## config.mk

```make
export PLATFORM = sky130hd
export DESIGN_NAME = fpu_issue_ctrl
export DESIGN_NICKNAME = d
export VERILOG_FILES = /design/src/rtl/fpu_issue_ctrl.sv
export SDC_FILE = /design/constraint.sdc
export NUM_CORES = 1
export LEC_CHECK = 0
export BUFFER_PORTS_ARGS = -buffer_cell sky130_fd_sc_hd__buf_4
export CAP_MARGIN = 40
export CORE_UTILIZATION = 50
export CTS_CLUSTER_DIAMETER = 200
export CTS_CLUSTER_SIZE = 30
export DETAILED_ROUTE_END_ITERATION = 8
export GPL_ROUTABILITY_DRIVEN = 0
export PLACE_DENSITY_LB_ADDON = 0.2
export SYNTH_ARGS = -nofsm -noshare
export SYNTH_HDL_FRONTEND = slang
export SYNTH_SLANG_ARGS = --single-unit
```

## constraint.sdc

```tcl
create_clock -name clk -period 5.4 [get_ports clk]
set_input_delay 0.54 -clock clk [delete_from_list [all_inputs] [get_ports clk]]
set_output_delay 0.54 -clock clk [all_outputs]
set_load 0.02 [all_outputs]
```

## src/rtl/fpu_issue_ctrl.sv

```systemverilog
`default_nettype none
// ============================================================================
//  Module      : fpu_issue_ctrl
//  Description : Single-outstanding requester for the pfpu32_top FPU. Takes
//                one operation over a valid/ready request channel. It drives
//                the FPU decode/execute strobes, then waits for the valid that
//                matches the op class (arith or compare). The captured result,
//                flag and fpcsr go back over a valid/ready response channel.
//                A wait timeout or an abort flushes the FPU to recover.
//  Ports       : clk, rst                     clock, sync active-high reset
//                req_* / req_ready_o          request channel
//                abort_i                      cancel in-flight op
//                rsp_*                        response channel
//                fpu_* (outputs)              FPU pipeline controls/operands
//                fpu_* (inputs)               FPU results and valids
//                stat_issued_o/stat_timeout_o wrapping statistics
//  Revision    : 1.0  initial release
// ============================================================================
module fpu_issue_ctrl #(
  parameter int OPW     = 8,
  parameter int DW      = 32,
  parameter int TIMEOUT = 64,
  parameter int CW      = 16
) (
  input  logic           clk,
  input  logic           rst,
  input  logic           req_valid_i,
  output logic           req_ready_o,
  input  logic [OPW-1:0] req_op_i,
  input  logic [DW-1:0]  req_a_i,
  input  logic [DW-1:0]  req_b_i,
  input  logic [1:0]     req_rmode_i,
  input  logic           abort_i,
  output logic           rsp_valid_o,
  input  logic           rsp_ready_i,
  output logic [DW-1:0]  rsp_result_o,
  output logic           rsp_cmp_o,
  output logic [10:0]    rsp_fpcsr_o,
  output logic           rsp_err_o,
  output logic           fpu_flush_o,
  output logic           fpu_decode_o,
  output logic           fpu_execute_o,
  output logic [OPW-1:0] fpu_op_o,
  output logic [DW-1:0]  fpu_a_o,
  output logic [DW-1:0]  fpu_b_o,
  output logic [1:0]     fpu_rmode_o,
  input  logic [DW-1:0]  fpu_result_i,
  input  logic           fpu_arith_valid_i,
  input  logic           fpu_cmp_flag_i,
  input  logic           fpu_cmp_valid_i,
  input  logic [10:0]    fpu_fpcsr_i,
  output logic [CW-1:0]  stat_issued_o,
  output logic [CW-1:0]  stat_timeout_o
);

  localparam int c_WW = (TIMEOUT > 2) ? $clog2(TIMEOUT) : 1;
  localparam logic [c_WW-1:0] c_WAIT_LAST = c_WW'(TIMEOUT - 1);

  typedef enum logic [2:0] {
    ST_IDLE  = 3'd0,
    ST_ISSUE = 3'd1,
    ST_EXEC  = 3'd2,
    ST_WAIT  = 3'd3,
    ST_RESP  = 3'd4
  } state_t;

  state_t          r_state;
  logic            r_cls_cmp;
  logic [c_WW-1:0] r_wait_cnt;
  logic            w_done;
  logic            w_unused;

  // The FPU-op marker bit is always forced, so the requester's copy is unused.
  assign w_unused    = req_op_i[OPW-1];
  assign req_ready_o = (r_state == ST_IDLE);

  // Only the valid of the latched class can complete the op.
  assign w_done = r_cls_cmp ? fpu_cmp_valid_i : fpu_arith_valid_i;

  always_ff @(posedge clk) begin
    if (rst) begin
      r_state        <= ST_IDLE;
      r_cls_cmp      <= 1'b0;
      r_wait_cnt     <= '0;
      rsp_valid_o    <= 1'b0;
      rsp_result_o   <= '0;
      rsp_cmp_o      <= 1'b0;
      rsp_fpcsr_o    <= '0;
      rsp_err_o      <= 1'b0;
      fpu_flush_o    <= 1'b0;
      fpu_decode_o   <= 1'b0;
      fpu_execute_o  <= 1'b0;
      fpu_op_o       <= '0;
      fpu_a_o        <= '0;
      fpu_b_o        <= '0;
      fpu_rmode_o    <= '0;
      stat_issued_o  <= '0;
      stat_timeout_o <= '0;
    end else begin
      // Strobes are single-cycle unless re-asserted below.
      fpu_flush_o   <= 1'b0;
      fpu_decode_o  <= 1'b0;
      fpu_execute_o <= 1'b0;

      case (r_state)
        ST_IDLE: begin
          if (req_valid_i) begin
            r_state       <= ST_ISSUE;
            r_cls_cmp     <= req_op_i[3];
            fpu_op_o      <= {1'b1, req_op_i[OPW-2:0]};
            fpu_a_o       <= req_a_i;
            fpu_b_o       <= req_b_i;
            fpu_rmode_o   <= req_rmode_i;
            fpu_decode_o  <= 1'b1;
            stat_issued_o <= stat_issued_o + 1'b1;
          end
        end

        ST_ISSUE: begin
          if (abort_i) begin
            fpu_flush_o <= 1'b1;
            fpu_op_o    <= '0;
            r_state     <= ST_IDLE;
          end else begin
            fpu_execute_o <= 1'b1;
            r_state       <= ST_EXEC;
          end
        end

        ST_EXEC: begin
          r_wait_cnt <= '0;
          if (abort_i) begin
            fpu_flush_o <= 1'b1;
            fpu_op_o    <= '0;
            r_state     <= ST_IDLE;
          end else begin
            r_state <= ST_WAIT;
          end
        end

        ST_WAIT: begin
          // Priority: abort, then a matching valid, then timeout.
          if (abort_i) begin
            fpu_flush_o <= 1'b1;
            fpu_op_o    <= '0;
            r_state     <= ST_IDLE;
          end else if (w_done) begin
            rsp_result_o <= r_cls_cmp ? '0 : fpu_result_i;
            rsp_cmp_o    <= r_cls_cmp ? fpu_cmp_flag_i : 1'b0;
            rsp_fpcsr_o  <= fpu_fpcsr_i;
            rsp_err_o    <= 1'b0;
            rsp_valid_o  <= 1'b1;
            fpu_op_o     <= '0;
            r_state      <= ST_RESP;
          end else if (r_wait_cnt == c_WAIT_LAST) begin
            fpu_flush_o    <= 1'b1;
            rsp_result_o   <= '0;
            rsp_cmp_o      <= 1'b0;
            rsp_fpcsr_o    <= '0;
            rsp_err_o      <= 1'b1;
            rsp_valid_o    <= 1'b1;
            fpu_op_o       <= '0;
            stat_timeout_o <= stat_timeout_o + 1'b1;
            r_state        <= ST_RESP;
          end else begin
            r_wait_cnt <= r_wait_cnt + 1'b1;
          end
        end

        ST_RESP: begin
          if (rsp_ready_i) begin
            rsp_valid_o <= 1'b0;
            r_state     <= ST_IDLE;
          end
        end

        default: r_state <= ST_IDLE;
      endcase
    end
  end

endmodule
`default_nettype wire
```

==> Yosys cells after proc, flatten, opt, wreduce, memory -nomap -nowiden <==
Index checks and enable logic that the tools add are counted.
{ "word_totals": {"out_inout_bits": 156, "input_bits": 125, "rom_bits": 0, "ram_bits": 0, "memories": 0, "latchBits": 0, "elab_cells": 92, "regBits": 165} }
{ "op_classes": {"n_mux": 40, "div_mod_pow": 0, "n_addsub": 3, "reduce_logical": 15, "eq_ne": 13, "bitwise_logic": 4, "shifts": 0, "mul": 0, "magnitude_cmp": 0} }
{ "ops": {"columns": ["cell", "count"], "rows": [
  ["$mux W32", 3],
  ["$mux W8", 5],
  ["$add A16 B1 Y16 const B", 2],
  ["$pmux W8 S3", 1],
  ["$mux W11", 2],
  ["$mux W6", 3],
  ["$reduce_and A4 Y1", 4],
  ["$mux W1", 15],
  ["$mux W3", 5],
  ["$pmux W3 S5", 1],
  ["$pmux W6 S2", 1],
  ["$ne A2 B2 Y1 const B", 5],
  ["$add A6 B1 Y6 const B", 1],
  ["$eq A3 B2 Y1 const B", 2],
  ["$eq A6 B6 Y1 const B", 1],
  ["$reduce_and A3 Y1", 2],
  ["$reduce_bool A2 Y1", 3],
  ["$reduce_or A2 Y1", 3],
  ["$mux W2", 2],
  ["$ne A4 B4 Y1 const B", 1],
  ["$not A1 Y1", 4],
  ["$pmux W1 S2", 2],
  ["$eq A3 B1 Y1 const B", 1],
  ["$eq A3 B3 Y1 const B", 1],
  ["5 further kinds", 5]
]} }

==> Longest topological paths before layout <==
Gate-level depths: netlist of the first run.
{ "logic_depth": {"depth_word": 5, "ltp_mapped": 7, "depth_no_buf": 5} }

==> Worst setup path after synthesis of the first run <==
No wires, ideal clock.
{ "synth_timing": {"path_type": "input port to flip-flop", "start": "input abort_i", "end": "register stat_timeout_o[14]", "required_ps": 5279, "arrival_ps": 2131, "stages": 6, "path_buffers": 2, "setup_ps": 121, "setup_slack_ps": 3148, "path_cell_list": "clkbuf_1 -> nor4bb_1 -> nand4_1 -> clkbuf_1 -> nor4_1 -> mux2_2"} }
{ "synth_via": {"elab_chain_len": 2} }
{ "synth_rtl": {"columns": ["element", "line_no", "rtl"], "rows": [
  ["start: declaration", "33", "input logic abort_i,"],
  ["$not A1 Y1 (no line)", null, null],
  ["$reduce_and A4 Y1 (no line)", null, null],
  ["end signal: assignment", "163", "stat_timeout_o <= stat_timeout_o + 1'b1;"],
  ["end: declaration", "53", "output logic [CW-1:0] stat_timeout_o"]
]} }
Every way passes these cells.
A chain may end at the register's enable or synchronous reset.

==> Worst setup path after layout of the first run <==
{ "layout_timing": {"start": "register r_state[0]", "end": "register fpu_op_o[5]"} }
{ "layout_via": {"elab_chain_len": 4, "elab_cells_between_ends": 11, "cone_classes": "eq/ne: 6; mux: 1; reduce/logical: 4"} }
{ "layout_rtl": {"columns": ["element", "line_no", "rtl"], "rows": [
  ["start: declaration", "67", "state_t r_state;"],
  ["start signal: assignment", "82", "r_state <= ST_IDLE;"],
  ["start signal: assignment", "108", "r_state <= ST_ISSUE;"],
  ["start signal: assignment", "123", "r_state <= ST_IDLE;"],
  ["$eq A3 B2 Y1 or $eq A3 B1 Y1 (tied branches)", "105", "case (r_state)"],
  ["$reduce_or A2 Y1 (no line)", null, null],
  ["$ne A2 B1 Y1 (no line) or $reduce_bool A3 Y1 (tied branches)", null, null],
  ["$reduce_and A4 Y1 (no line)", null, null],
  ["end signal: assignment", "110", "fpu_op_o <= {1'b1, req_op_i[OPW-2:0]};"],
  ["end: declaration", "43", "output logic [OPW-1:0] fpu_op_o,"]
]} }
Several ways; a longest one is shown, not always the timed one.

==> results of run 1 <==
[cells in the final DEF, fill, tap and decap left out, types with 4 or more instances in the layout]
master and count:
xnor2_1 4, xor2_1 7, nand3_1 32, o31ai_1 10
a22o_1 32, or4_1 11, nor2_1 22, nand4_1 10
clkinv_2 5, dfxtp_1 165, nand2_1 160, buf_4 284
mux2i_1 10, o21ai_0 17, clkbuf_16 17, a21oi_1 98
nor4_1 4, and4_1 5, or3_1 7, inv_1 7
nor3_1 7, mux2_2 6, a31oi_1 6
[Yosys cell counts, types with 2 or more instances]
library cell | n | share of area (%)
xor2_1 | 7 | 0.98
nor2b_1 | 3 | 0.30
nor4bb_1 | 2 | 0.32
inv_1 | 7 | 0.42
a21oi_1 | 99 | 8.0
or4_1 | 11 | 1.3
o21ai_0 | 17 | 1.4
nand2b_1 | 2 | 0.20
o31ai_1 | 10 | 1.2
mux2_2 | 6 | 1.1
buf_2 | 2 | 0.16
nand3b_1 | 2 | 0.24
o311ai_0 | 2 | 0.28
nor4_1 | 4 | 0.40
o41ai_1 | 2 | 0.28
nor4b_1 | 2 | 0.28
xnor2_1 | 4 | 0.56
buf_1 | 3 | 0.18
mux2i_1 | 10 | 1.6
nand3_1 | 32 | 2.6
and3_1 | 3 | 0.30
and4_1 | 5 | 0.70
dfxtp_1 | 165 | 53
a31oi_1 | 6 | 0.60
a22o_1 | 32 | 4.5
nand2_1 | 160 | 9.6
a211oi_1 | 2 | 0.24
or3_1 | 7 | 0.70
nor2_1 | 22 | 1.3
clkbuf_1 | 47 | 2.8
or2_2 | 3 | 0.30
nor3_1 | 7 | 0.56
ha_1 | 3 | 0.60
a41o_1 | 2 | 0.32
nand4_1 | 10 | 1.0
[through the flow]
stage | setup slack, ns | total power [W] | hold slack (ns)
after detailed placement | 2.52 | 0.00163 | 0.447
after global placement | 2.13 | 0.00163 | 0.443
final | 2.49 | 0.00281 | 0.324
after floorplan | 3.15 | 0.00147 | 0.473
after CTS | 2.49 | 0.00283 | 0.307
after global routing | 2.21 | 0.00292 | 0.314
[worst min path at each step]
stage | end | startpoint | slack (ns) | cells after the start
final | rsp_result_o[17]$_SDFFE_PP0P_ | fpu_result_i[17] | 0.32 | 2
after global routing | rsp_result_o[24]$_SDFFE_PP0P_ | fpu_result_i[24] | 0.31 | 2
after CTS | rsp_result_o[24]$_SDFFE_PP0P_ | fpu_result_i[24] | 0.31 | 2
after detailed placement | fpu_a_o[1]$_SDFFE_PP0P_ | fpu_a_o[1]$_SDFFE_PP0P_ | 0.45 | 2
after global placement | fpu_a_o[7]$_SDFFE_PP0P_ | fpu_a_o[7]$_SDFFE_PP0P_ | 0.44 | 2
after floorplan | r_wait_cnt[0]$_SDFFE_PP0P_ | r_wait_cnt[0]$_SDFFE_PP0P_ | 0.47 | 2
[kinds of logic after synthesis]
family	after synthesis	synth area share (%)
flops	165	53.0
fa+ha+maj	3	0.602
xor+xnor	11	1.55
buf+inv	59	3.59
simple gates	280	20.9
mux	16	2.69
compound gates	179	17.7
[flip-flops by register name, summed over array words and instances (netlist names), 2 cells and up]
| register | cells |
|---|---|
| r_state | 3 |
| fpu_a_o | 32 |
| fpu_op_o | 8 |
| rsp_fpcsr_o | 11 |
| stat_timeout_o | 16 |
| fpu_rmode_o | 2 |
| fpu_b_o | 32 |
| r_wait_cnt | 6 |
| stat_issued_o | 16 |
| rsp_result_o | 32 |
[layer usage]
layer / up-vias / routed length (µm) / GRT usage [%]
li1: 3007 / - / -
met1: 2803 / 6890 / 30.5
met2: 224 / 8350 / 44.7
met3: 36 / 1360 / 8.45
met4: 0 / 465 / 12.5
met5: - / 0 / 0
[power by group]
part | internal, W | switching [W] | total [W]
combinational | 0.000145 | 0.000174 | 0.000319
sequential | 0.00126 | 0.0000254 | 0.00129
clock | 0.000744 | 0.000461 | 0.00121
[layout make-up]
cell class	count	share of cell area, %
Clock buffer	21	5.11
Clock inverter	10	1.44
Inverter	7	0.292
Multi-Input combinational cell	489	30.4
Sequential cell	165	36.7
Tap cell	168	2.33
Timing Repair Buffer	285	23.8
==> flow_summary.toml, run 1 <==
[placement]
hpwl_mm = 11.8
dpl_cell_area_um2 = 8420
portBuffers = 279
place_inst = 1114

[timing]
finalSetupViolCount = 0
report.final.hold_viol_count = 0
tightest_slew_ns = 0.869
maxSlewViolCount = 0
fin_setup_tns_ns = 0
period_share_pct = 53.8
skew_ns = 0.00465
slew_headroom_pct = 42.0
period_minus_slack_ns = 2.91
rsz0062_at_grt = "no"
clock.fmax_ghz = 0.344

[global_route]
grt_usage_pct = 26.5
grt_max_degree = 89
grt_pass1_wl_mm = 27.2
grt-ovfl-total = 0
antenna_found_initial = 0
grt_pass1_vias = 5543

[layout]
ff_latch_area_um2 = 3300
drive_above_1_share_pct = 33.8
utilization_pct = 74.7
nets = 1093
multi_input_area_um2 = 2740
diodes = 0
area_delta_synth_final_pct = 44.6
final_cells = 1145
final_cell_area_um2 = 9010
n_fill_cell = 939

[logic_synthesis]
synthArstFlopShare_pct = 0
syn_avg_cell_area_um2 = 8.74
synthCells = 713
yosysWarnings = 0
synth_edf_count = 0
ys_seq_area_share_pct = 53.0
synth_ff_type = "dfxtp_1"
synthesis.nets = 841
synth_area_um2 = 6230
ys_types = 47
ys_seq_elements = 165

[clock_tree]
clk_pin_slew_ns = 0.06
hold_buffers = 0
cts_tree = "built"
clockRootBuffer = "clkbuf_16"
htreeDepth = 4
clockBufferDepth = 2
clk-insertion-delay-late_ns = 0.42
cts_setup_buffers = 0
cts_buffers = 17
clock-sinks = 165
cts_resized = 0

[setup_path]
r2r_cells = 4
crit_type = "reg -> reg"
rr_startpoint = "r_state[0]$_SDFFE_PP0P_"
crit_end = "fpu_op_o[5]$_SDFFE_PP0P_"
path_depth = 4
r2r_slack_ns = 2.49
worstReg2RegEnd = "fpu_op_o[5]$_SDFFE_PP0P_"
path_max_fanout = 17
arrival_ns = 3.26
cp-end-kind = "register"
critPathTopFamily = "simple AND/OR/NAND/NOR gates"
crit_path_start_kind = "register"
crit_buf_inv = 0
required_ns = 5.75
critPathLaunch = "r_state[0]$_SDFFE_PP0P_"
slowest_delay_ns = 0.84
cp_slowest_cell = "a211oi_1"
cp_cell_sequence = "nand4bb_1 -> a211oi_1 -> or3_1 -> mux2i_1"

[floorplan]
dieArea_um2 = 12900
start_util_pct = 51.7
io-pin-count = 281
rows = 40
coreArea_um2 = 12100
die_x_um = 114
die_y_um = 114

[drt]
drc = 0
drtIter0Drc = 266
drtAntennaViolNets = 0
dr.pass1.iters = 4
num_vias = 6070
wl_per_cell_um = 14.9
drt_wl_total_mm = 17.1
via_per_inst = 5.30

[flow_run]
cap_violations = 0

[power_and_ir_drop]
irDropWorstVdd_uv = 183
powerDensity_nw_per_um2 = 312
power.leakage_nw = 3.88

[run_status]
outcome = "completed"

[worst_hold_path]
worstHoldPathType = "in -> reg"
(Power assumes the default switching activity.)
==> run 2: changes to the inputs <==
--- a/config.mk
+++ b/config.mk
@@ -7,7 +7,7 @@
 export LEC_CHECK = 0
 export BUFFER_PORTS_ARGS = -buffer_cell sky130_fd_sc_hd__buf_4
 export CAP_MARGIN = 40
-export CORE_UTILIZATION = 50
+export CORE_UTILIZATION = 47
 export CTS_CLUSTER_DIAMETER = 200
 export CTS_CLUSTER_SIZE = 30
 export DETAILED_ROUTE_END_ITERATION = 8
==> constraint.sdc (replaced) <==
create_clock -name clk -period 2.9 [get_ports clk]
set_input_delay 0.29 -clock clk [delete_from_list [all_inputs] [get_ports clk]]
set_output_delay 0.29 -clock clk [all_outputs]
set_load 0.02 [all_outputs]
==> run 2 against run 1 <==
  * Critical endpoint is now stat_timeout_o[11]$_SDFFE_PP0P_
  * Wire length up 0.81%
  * Worst hold slack got worse by 0.25 ns
  * Clock power rose by 86%
  * Utilization shrank 3.7 points
  * Clock skew rose by 0.0025 ns
  * Maximum frequency is 21% higher
  * Setup slack worse by 2.0 ns
  * Register-to-register slack worse by 2.0 ns
  * Largest cell class unchanged
==> flow_summary.toml, run 2 (synthesis gave the netlist of run 1 again) <==
[drt]
num_vias = 6033
drc = 0
drtIter0Drc = 382
via_per_inst = 5.22
drt_wl_total_mm = 17.2
wl_per_cell_um = 14.9
dr.pass1.iters = 4
drtAntennaViolNets = 0

[timing]
skew_ns = 0.00715
slew_headroom_pct = 48.1
finalSetupViolCount = 0
holdWs_ns = 0.0759
fin_setup_tns_ns = 0
rsz0062_at_grt = "no"
worst_slack_ns = 0.502
report.final.hold_viol_count = 0
maxSlewViolCount = 0
period_minus_slack_ns = 2.40
tightest_slew_ns = 0.778
clock.fmax_ghz = 0.417
period_share_pct = 82.7

[layout]
area_delta_synth_final_pct = 45.5
top_regs = "fpu_a_o (32), fpu_b_o (32), rsp_result_o (32)"
drive_above_1_share_pct = 34.1
final_cell_mix = "290 x buf_4, 165 x dfxtp_1, 160 x nand2_1"
diodes = 0
utilization_pct = 71.0
final_cell_area_um2 = 9070
final_common_cell = "buf_4"
nets = 1099

[clock_tree]
cts_tree = "built"
clock-sinks = 165
cts_resized = 0
clk_pin_slew_ns = 0.06
htreeDepth = 4
hold_buffers = 0
cts_buffers = 17
clk-insertion-delay-late_ns = 0.42
clockRootBuffer = "clkbuf_16"
cts_setup_buffers = 0
clockBufferDepth = 2

[setup_path]
cp_slowest_cell = "dfxtp_1"
crit_path_start_kind = "register"
crit_type = "reg -> reg"
path_max_fanout = 20
arrival_ns = 2.75
cp_cell_sequence = "nor4bb_4 -> buf_4 -> nand4_1 -> or4_1 -> a21oi_1"
required_ns = 3.25
critPathLaunch = "r_state[1]$_SDFFE_PP0P_"
slowest_delay_ns = 0.60
cp-end-kind = "register"
rr_startpoint = "r_state[1]$_SDFFE_PP0P_"

[global_route]
grt_usage_pct = 23.8
grt_pass1_wl_mm = 25.4
grt-ovfl-total = 0
grt_pass1_vias = 5308
antenna_found_initial = 0
grt_max_degree = 76

[floorplan]
start_util_pct = 48.8
dieArea_um2 = 13700
die_y_um = 117
rows = 41
io-pin-count = 281
die_x_um = 117
coreArea_um2 = 12800

[placement]
pre_cts_ws_ns = 0.518
hpwl_mm = 11.6
dpl_cell_area_um2 = 8480
portBuffers = 279

[run_status]
outcome = "completed"

[power_and_ir_drop]
power.leakage_nw = 3.91
irDropWorstVdd_uv = 324
powerDensity_nw_per_um2 = 579

[worst_hold_path]
min-delay-start = "fpu_result_i[17]"
worstHoldPathType = "in -> reg"

[flow_run]
cap_violations = 0
## run 2: final cells by class
type	instances	area, µm²
multi-input combinational	489	2740
clock buffer	22	464
sequential	165	3300
fill	1036	3700
tap	172	215
inverter	7	26.3
clock inverter	9	128
timing repair buffer	291	2200
## run 2: power by group
part,internal [W],total (W),switching [W]
sequential,0.00235,0.00239,0.0000464
clock,0.00139,0.00225,0.000864
combinational,0.000275,0.000600,0.000325
## run 2: path summary, 6_finish.rpt
| check | to | cells past startpoint | slack [ns] |
|---|---|---|---|
| min | rsp_result_o[17]$_SDFFE_PP0P_ | 2 | 0.08 |
| max | stat_timeout_o[11]$_SDFFE_PP0P_ | 5 | 0.50 |
| max reg2reg | stat_timeout_o[11]$_SDFFE_PP0P_ | 5 | 0.50 |
| min reg2reg | fpu_b_o[4]$_SDFFE_PP0P_ | 2 | 0.45 |
## run 2: critical path: cells and delay by family, from the launching register on
kind,cells,cell delay [ns]
simple gates,3,1.29
flops,1,0.60
buf+inv,1,0.30
compound gates,1,0.14
## run 2: routing by layer
layer,vias up,track usage (%),share of wire [%]
met5,-,0,0
met4,0,8.02,1.3
met3,18,8.08,8.3
met2,215,40.2,49
met1,2775,28.2,42
li1,3025,-,-
## run 2: per-stage QoR
| stage | power, W | cells |
|---|---|---|
| 6_report | 0.00525 | 1155 |
| 3_5_place_dp | 0.00304 | 1124 |
| 3_3_place_gp | 0.00303 | 1124 |
| 2_1_floorplan | 0.00273 | 713 |
| 4_1_cts | 0.00529 | 1155 |
| 5_1_grt | 0.00545 | 1155 |
